--- config.mk ---
export PLATFORM = sky130hd
export DESIGN_NAME = pal_gen_flat
export DESIGN_NICKNAME = d
export VERILOG_FILES = /design/src/rtl/pal_gen_if.sv /design/src/rtl/pal_gen.sv /design/src/flat_wrapper.sv
export SDC_FILE = /design/constraint.sdc
export NUM_CORES = 1
export LEC_CHECK = 0
export CAP_MARGIN = 20
export CORE_AREA = 2 2 39 41
export CTS_CLUSTER_SIZE = 30
export DETAILED_ROUTE_END_ITERATION = 8
export DIE_AREA = 0 0 41 43
export MAX_ROUTING_LAYER = met4
export PLACE_DENSITY = 0.65
export SETUP_SLACK_MARGIN = 0.3
export SLEW_MARGIN = 5
export SYNTH_ARGS = -nofsm -noshare
export SYNTH_HDL_FRONTEND = slang
export SYNTH_SLANG_ARGS = --single-unit
--- constraint.sdc ---
create_clock -name clk -period 4.2 [get_ports clk]
set_input_delay 0.63 -clock clk [delete_from_list [all_inputs] [get_ports clk]]
set_output_delay 0.63 -clock clk [all_outputs]
set_load 0.01 [all_outputs]
--- src/rtl/pal_gen_if.sv ---
`default_nettype none
// ============================================================================
//  Module   : pal_gen_if
//  Brief    : Valid/ready word stream from the palindrome generator to its sink.
//             With PAL_GEN_ERRINJ_EN defined, the stream also carries out_bad.
//  Revision : 1.0 - initial release
// ============================================================================
interface pal_gen_if #(
  parameter int W = 4
);
  logic         out_valid;
  logic         out_ready;
  logic [W-1:0] out_data;
  logic         out_last;
`ifdef PAL_GEN_ERRINJ_EN
  logic         out_bad;
`endif

  modport master (
    output out_valid,
    output out_data,
    output out_last,
`ifdef PAL_GEN_ERRINJ_EN
    output out_bad,
`endif
    input  out_ready
  );

  modport slave (
    input  out_valid,
    input  out_data,
    input  out_last,
`ifdef PAL_GEN_ERRINJ_EN
    input  out_bad,
`endif
    output out_ready
  );
endinterface
`default_nettype wire

--- src/rtl/pal_gen.sv ---
`default_nettype none
// ============================================================================
//  Module   : pal_gen
//  Brief    : Emits every W-bit palindrome once per run, in ascending seed
//             order. Optional macro PAL_GEN_ERRINJ_EN adds bit-0 error injection.
//  Revision : 1.0 - initial release
// ============================================================================
module pal_gen #(
  parameter int W = 4
) (
  input  wire logic         clk,
  input  wire logic         rst_n,
  input  wire logic         start,
  input  wire logic         abort,
`ifdef PAL_GEN_ERRINJ_EN
  input  wire logic         err_inj,
`endif
  output logic              busy,
  output logic              done,
  output logic [W/2:0]      count,
  pal_gen_if.master         bus
);

  localparam int           c_hw       = W / 2;
  localparam logic [c_hw-1:0] c_seed_max = '1;
  localparam logic [W-1:0] c_bit0     = {{(W-1){1'b0}}, 1'b1};

  localparam logic [1:0] c_st_idle = 2'd0;
  localparam logic [1:0] c_st_run  = 2'd1;
  localparam logic [1:0] c_st_done = 2'd2;

  logic [1:0]      r_state;
  logic [1:0]      w_state_nxt;
  logic [c_hw-1:0] r_seed;
  logic [c_hw-1:0] w_seed_nxt;
  logic [W-1:0]    r_data;
  logic [W-1:0]    w_word_nxt;
  logic            r_last;
  logic [c_hw:0]   r_count;
  logic            w_valid;
  logic            w_xfer;
  logic            w_begin;
  logic            w_advance;
  logic            w_load;
  logic            w_inj;

  assign w_xfer     = w_valid & bus.out_ready;
  assign w_begin    = (r_state == c_st_idle) & start & ~abort;
  assign w_advance  = w_xfer & (r_seed != c_seed_max);
  assign w_load     = w_begin | w_advance;
  assign w_seed_nxt = w_begin ? '0 : r_seed + 1'b1;

  // Mirror each seed bit into both halves of the word.
  generate
    for (genvar gi = 0; gi < c_hw; gi++) begin : g_map
      assign w_word_nxt[gi]       = w_seed_nxt[gi];
      assign w_word_nxt[W-1-gi]   = w_seed_nxt[gi];
    end
  endgenerate

`ifdef PAL_GEN_ERRINJ_EN
  logic r_bad;
  assign w_inj       = err_inj;
  assign bus.out_bad = r_bad;

  always_ff @(posedge clk or negedge rst_n) begin
    if (!rst_n) begin
      r_bad <= 1'b0;
    end else if (w_load) begin
      r_bad <= w_inj;
    end
  end
`else
  assign w_inj = 1'b0;
`endif

  // State register
  always_ff @(posedge clk or negedge rst_n) begin
    if (!rst_n) begin
      r_state <= c_st_idle;
    end else begin
      r_state <= w_state_nxt;
    end
  end

  // Next-state logic; abort outranks both start and the final transfer
  always_comb begin
    w_state_nxt = r_state;
    case (r_state)
      c_st_idle: begin
        if (w_begin) begin
          w_state_nxt = c_st_run;
        end
      end
      c_st_run: begin
        if (abort) begin
          w_state_nxt = c_st_idle;
        end else if (w_xfer && (r_seed == c_seed_max)) begin
          w_state_nxt = c_st_done;
        end
      end
      c_st_done: begin
        w_state_nxt = c_st_idle;
      end
      default: begin
        w_state_nxt = c_st_idle;
      end
    endcase
  end

  // Output decode
  always_comb begin
    w_valid = 1'b0;
    busy    = 1'b0;
    done    = 1'b0;
    case (r_state)
      c_st_run: begin
        w_valid = 1'b1;
        busy    = 1'b1;
      end
      c_st_done: begin
        busy    = 1'b1;
        done    = 1'b1;
      end
      default: begin
        w_valid = 1'b0;
      end
    endcase
  end

  // Word register only moves on a load, so backpressure holds it stable.
  always_ff @(posedge clk or negedge rst_n) begin
    if (!rst_n) begin
      r_seed  <= '0;
      r_data  <= '0;
      r_last  <= 1'b0;
      r_count <= '0;
    end else begin
      if (w_load) begin
        r_seed <= w_seed_nxt;
        r_data <= w_word_nxt ^ ({W{w_inj}} & c_bit0);
        r_last <= (w_seed_nxt == c_seed_max);
      end else if (w_xfer || (w_valid && abort)) begin
        r_last <= 1'b0;
      end

      if (w_begin) begin
        r_count <= '0;
      end else if (w_xfer) begin
        r_count <= r_count + 1'b1;
      end
    end
  end

  assign bus.out_valid = w_valid;
  assign bus.out_data  = r_data;
  assign bus.out_last  = r_last;
  assign count         = r_count;

endmodule
`default_nettype wire

--- src/flat_wrapper.sv ---
// flat-port wrapper written by rule: the top's interface ports become plain ports
module pal_gen_flat 
#(
  parameter int W = 4
)
  (clk, rst_n, start, abort, busy, done, count, bus_out_valid, bus_out_data, bus_out_last, bus_out_ready);
  pal_gen_if #(.W(W)) bus_i ();
  input  wire logic clk;
  input  wire logic rst_n;
  input  wire logic start;
  input  wire logic abort;
  output logic busy;
  output logic done;
  output logic [W/2:0] count;
  output wire logic [$bits(bus_i.out_valid)-1:0] bus_out_valid;
  output wire logic [$bits(bus_i.out_data)-1:0] bus_out_data;
  output wire logic [$bits(bus_i.out_last)-1:0] bus_out_last;
  input wire logic [$bits(bus_i.out_ready)-1:0] bus_out_ready;
  assign bus_out_valid = bus_i.out_valid;
  assign bus_out_data = bus_i.out_data;
  assign bus_out_last = bus_i.out_last;
  assign bus_i.out_ready = bus_out_ready;
  pal_gen #(.W(W)) u_core (.clk(clk), .rst_n(rst_n), .start(start), .abort(abort), .busy(busy), .done(done), .count(count), .bus(bus_i));
endmodule
==> results of run 1 <==
worst min-delay path: stages, from the launching register on:
cell and delay (ns):
dfrtp_1 0.37, nand2_1 0.07, a21oi_2 0.05
cells by family (layout without fill, tap and decap cells):
logic type	after synthesis	after routing	synth area share
adders and majority gates	6	6	0.157
muxes	2	2	0.0445
buffers and inverters	5	21	0.0550
and+or+nand+nor	16	16	0.183
xor gates and xnor gates	3	3	0.0550
DFF	8	8	0.419
AOI/OAI and AO/OA	7	7	0.0864
cell type report:
cell class	count	area, um^2	share of cell area
Clock buffer	3	22.5	0.0344
Inverter	3	11.3	0.0172
Multi-Input combinational cell	34	251	0.384
Sequential cell	8	200	0.305
Tap cell	16	20.0	0.0305
Timing Repair Buffer	15	150	0.229
path summary, 6_finish.rpt:
path,start,to,slack (ns),cells past startpoint
max,u_core.r_state[1],bus_out_valid,1.96,3
min,u_core.bus.out_last,u_core.bus.out_last,0.53,2
max reg2reg,u_core.r_state[1],u_core.bus.out_last,2.64,5
min reg2reg,u_core.bus.out_last,u_core.bus.out_last,0.53,2
max in group asynchronous,rst_n,u_core.r_state[0],3.26,1
min in group asynchronous,rst_n,u_core.bus.out_data[0],0.67,1
metrics by stage:
step	power, mW	cell area [um^2]
after global routing	0.489	656
final	0.444	656
after detailed placement	0.394	633
after global placement	0.391	633
after CTS	0.451	656
after floorplan	0.285	478
state kept, by name, indices dropped and copies added (netlist names):
name,cells
u_core.bus.out_data,2
u_core.r_state,2
u_core.count,3
u_core.bus.out_last,1
where the power goes:
part | total (mW) | switching, mW | internal (mW)
Clock | 0.0543 | 0.0219 | 0.0324
Sequential | 0.138 | 0.0269 | 0.111
Combinational | 0.252 | 0.111 | 0.141
placed cells by master (no fill, tap or decap):
cell	instances
a21oi_1	2
a21oi_2	1
a22oi_1	1
and4b_2	1
clkbuf_4	3
clkdlybuf4s50_1	15
dfrtp_1	8
ha_1	6
inv_1	3
mux2_2	1
mux2i_1	1
nand2_1	4
nand2b_1	1
nand3_1	2
nand3b_2	1
nor2_1	5
nor2b_1	1
o21ai_0	3
or3b_1	1
xor2_1	3
cell usage after synthesis:
cell type | instances | area share
buf_4 | 2 | 0.031
a21oi_2 | 1 | 0.018
a21oi_1 | 2 | 0.021
xor2_1 | 3 | 0.055
nor2_1 | 5 | 0.039
inv_1 | 3 | 0.024
nand3b_2 | 1 | 0.024
nand2b_1 | 1 | 0.013
mux2i_1 | 1 | 0.021
nand3_1 | 2 | 0.021
and4b_2 | 1 | 0.024
nor2b_1 | 1 | 0.013
or3b_1 | 1 | 0.018
dfrtp_1 | 8 | 0.42
ha_1 | 6 | 0.16
mux2_2 | 1 | 0.024
a22oi_1 | 1 | 0.016
nand2_1 | 4 | 0.031
o21ai_0 | 3 | 0.031
routing by layer:
metal,vias to the layer above,global-route usage,wire length [um]
met5,-,-,0
met4,0,0.120,29
met3,2,0.0314,40
met2,10,0.181,401
met1,172,0.156,394
li1,187,-,-
==> flow_metrics.py, run 1 <==
metrics = {
    "synthesis": {
        "ys_seq_elements": 8,
        "avgSynthCellArea_um2": 10.2,
        "synth_area_um2": 478,
        "yosysSeqAreaShare": 0.419,
        "synth.net_count": 58,
        "syn_inst": 47,
        "yosysUniqueCellTypes": 19,
        "yosysWarnings": 0,
    },
    "sta": {
        "max_freq_mhz": 447,
        "worst_slack_ns": 1.96,
        "drv_slew": 0,
        "fin_hold_ws_ns": 0.530,
        "relSlewSlack": 0.693,
        "fin_worst_skew_ns": 0.00193,
        "setup_viol": 0,
        "tightest_slew_ns": 0.459,
        "hold_violations": 0,
        "fin_tns_setup_ns": 0,
        "layout_min_cycle_time_ns": 2.24,
        "rsz0062_at_grt": "no",
        "min_period_over_period": 0.533,
    },
    "setup_path": {
        "cp.required_ns": 3.57,
        "crit_path_end_kind": "primary output",
        "critPathTopFamily": "buffers and inverters",
        "crit_buf_inv": 2,
        "crit_chain": "inv_1, ha_1, clkdlybuf4s50_1",
        "cpPeakStageDelay_ns": 0.58,
        "crit_arrival_ns": 1.61,
        "path_class": "flip-flop to primary output",
        "crit_path_top_delay_cell": "clkdlybuf4s50_1",
        "worst_setup_path_start_kind": "flip-flop",
        "path_max_fanout": 8,
    },
    "place": {
        "dp_hpwl_um": 698,
        "dp_cells": 76,
        "pre_cts_slack_ns": 2.20,
        "routabilityCongestion": 0.716,
        "numPortBuffers": 15,
    },
    "pwr": {
        "powerDensity_nw_per_um2": 677,
        "total_leakage_power_nw": 0.302,
        "ir_drop_uv": 230,
    },
    "clock_tree": {
        "cts_buffers": 3,
        "post-cts-setup-buffers": 0,
        "cts_resized": 0,
        "cts-hold-fix-buffers": 0,
        "cts_root_buf": "clkbuf_4",
        "htree_levels": 1,
        "cts_tree": "yes",
        "worstSkewPairLatency_ns": 0.24,
        "clk_pin_slew_ns": 0.05,
        "cts.sinks": 8,
        "cts_buffer_depth": 2,
    },
    "finish": {
        "syn_to_final_growth_pct": 37.2,
        "fin_util": 0.474,
        "layout-drive-gt1-share": 0.111,
        "nets": 76,
        "diodes": 0,
        "fillers": 144,
        "layout.cells.non_filler": 79,
    },
    "die": {
        "die_width_um": 41,
        "io_pins": 16,
        "core_um2": 1380,
        "initial_core_util": 0.345,
        "die_area_um2": 1760,
        "rows": 14,
        "die-height_um": 43,
    },
    "drt": {
        "firstDrtPassIters": 4,
        "drt-total-wl_um": 866,
        "avgRoutedWirePerCell_um": 11.0,
        "vias_per_cell": 4.70,
        "antenna_left": 0,
        "via_count": 371,
        "drtIter0Drc": 5,
        "drc": 0,
    },
    "status": {
        "outcome": "finished, final reports clean",
    },
    "job": {
        "maxCapViolCount": 0,
    },
    "grt": {
        "antenna_found_initial": 0,
        "grt_pass1_wl_mm": 1.46,
        "track_usage": 0.134,
        "first_global_vias": 351,
        "grt_start_max_net_pins": 9,
        "globalRoute.totalOverflow": 0,
    },
    "worst_hold_path": {
        "hp-class": "flip-flop to flip-flop",
    },
}
Power figures use the tool's default switching activity.
==> run 2, diff against run 1 <==
==> constraint.sdc (replaced) <==
create_clock -name clk -period 2.1 [get_ports clk]
set_input_delay 0.315 -clock clk [delete_from_list [all_inputs] [get_ports clk]]
set_output_delay 0.315 -clock clk [all_outputs]
set_load 0.01 [all_outputs]
==> flow_metrics.py, run 2 (synthesized netlist as in run 1, its figures left out) <==
metrics = {
    "status": {
        "outcome": "finished, final reports clean",
    },
    "drt": {
        "drc": 0,
        "drtIter0Drc": 5,
        "antenna_left": 0,
        "firstDrtPassIters": 4,
        "vias_per_cell": 4.98,
        "avgRoutedWirePerCell_um": 11.7,
        "via_count": 398,
        "drt-total-wl_um": 937,
    },
    "grt": {
        "track_usage": 0.141,
        "grt_pass1_wl_mm": 1.60,
        "first_global_vias": 379,
        "grt_start_max_net_pins": 9,
        "antenna_found_initial": 0,
        "globalRoute.totalOverflow": 0,
    },
    "setup_path": {
        "worst_setup_path_start_kind": "flip-flop",
        "path_class": "flip-flop to primary output",
        "crit_arrival_ns": 1.23,
        "cp.required_ns": 1.78,
        "path_max_fanout": 3,
        "crit_path_end_kind": "primary output",
    },
    "sta": {
        "min_period_over_period": 0.737,
        "hold_violations": 0,
        "fin_tns_setup_ns": 0,
        "tightest_slew_ns": 0.477,
        "fin_hold_ws_ns": 0.358,
        "fin_worst_skew_ns": 0.000621,
        "layout_min_cycle_time_ns": 1.55,
        "drv_slew": 0,
        "relSlewSlack": 0.681,
        "setup_viol": 0,
        "max_freq_mhz": 646,
        "rsz0062_at_grt": "no",
    },
    "die": {
        "rows": 14,
        "die_area_um2": 1760,
        "io_pins": 16,
        "core_um2": 1380,
        "initial_core_util": 0.345,
        "die_width_um": 41,
        "die-height_um": 43,
    },
    "finish": {
        "ff_latch_area_um2": 200,
        "fillers": 144,
        "syn_to_final_growth_pct": 42.1,
        "final_cell_mix": "clkdlybuf4s50_1, dfrtp_1, nor2_1, ha_1, nand2_1",
        "layout_commonest_cell": "clkdlybuf4s50_1",
        "largest_register_ffs": 3,
        "nets": 77,
        "multi_input_area_um2": 264,
        "diodes": 0,
        "layout-drive-gt1-share": 0.156,
    },
    "pwr": {
        "total_leakage_power_nw": 0.337,
        "ir_drop_uv": 468,
        "powerDensity_nw_per_um2": 1350,
    },
    "clock_tree": {
        "cts_buffers": 3,
        "worstSkewPairLatency_ns": 0.24,
        "cts_root_buf": "clkbuf_4",
        "htree_levels": 1,
        "cts_tree": "yes",
        "cts-hold-fix-buffers": 0,
        "clk_pin_slew_ns": 0.05,
        "cts_buffer_depth": 2,
        "cts.sinks": 8,
    },
    "place": {
        "dp_hpwl_um": 714,
        "routabilityCongestion": 0.717,
        "numPortBuffers": 15,
    },
    "job": {
        "maxCapViolCount": 0,
    },
    "worst_hold_path": {
        "hp-class": "input port to async pin",
    },
}
-- run 2: changes by cell type in the layout (fill, tap and decap cells not counted) --
cell / before / now
buf_4: 0 / 1
clkdlybuf4s50_1: 15 / 12
dlygate4sd2_1: 0 / 1
dlymetal6s2s_1: 0 / 2
ha_1: 6 / 5
ha_4: 0 / 1
inv_1: 3 / 2
inv_2: 0 / 1
-- run 2: critical path: stages (launching register included) --
cell           delay, ns
dfrtp_1             0.37
inv_1               0.10
ha_1                0.23
dlygate4sd2_1       0.28
-- run 2: final timing paths --
check	cells past startpoint	slack, ns	end	startpoint
max	3	0.55	busy	u_core.r_state[0]
min	1	0.36	u_core.r_state[0]	rst_n
max reg2reg	4	0.56	u_core.bus.out_last	u_core.bus.out_data[0]
min reg2reg	2	0.53	u_core.count[2]	u_core.count[2]
max in group asynchronous	1	1.47	u_core.bus.out_data[0]	rst_n
min in group clk	2	0.53	u_core.count[2]	u_core.count[2]
-- run 2: metrics by stage --
stage | utilization | total power [mW] | setup WS (ns) | cells | cell area [um^2]
floorplan | - | 0.570 | 0.595 | 47 | 478
global placement | 0.458 | 0.781 | 0.418 | 76 | 633
detailed placement | 0.458 | 0.787 | 0.424 | 76 | 633
CTS | 0.487 | 0.928 | 0.282 | 80 | 674
global route | 0.491 | 1.01 | 0.469 | 80 | 679
finish | 0.491 | 0.920 | 0.552 | 80 | 679
-- run 2: cell type report --
| class | count | share of cell area |
|---|---|---|
| Multi-Input combinational cell | 34 | 0.389 |
| Sequential cell | 8 | 0.295 |
| Tap cell | 16 | 0.0295 |
| Timing Repair Buffer | 16 | 0.238 |
| Inverter | 3 | 0.0166 |
| Clock buffer | 3 | 0.0331 |
-- run 2: timing repair --
action	in CTS	in global routing
buffers inserted	1	0
cloned	0	0
setup endpoints to repair	2	2
gates resized for setup	3	3
-- run 2: per-layer routing --
layer,global-route usage,vias to the layer above,share of wire
met4,0.100,0,0.020
met2,0.200,12,0.50
met5,-,-,0
li1,-,192,-
met1,0.169,192,0.43
met3,0.0314,2,0.044
-- run 2: power breakdown --
part           switching [mW]  internal (mW)
clock network          0.0463         0.0650
registers              0.0531          0.221
logic                   0.238          0.296
total                   0.338          0.582
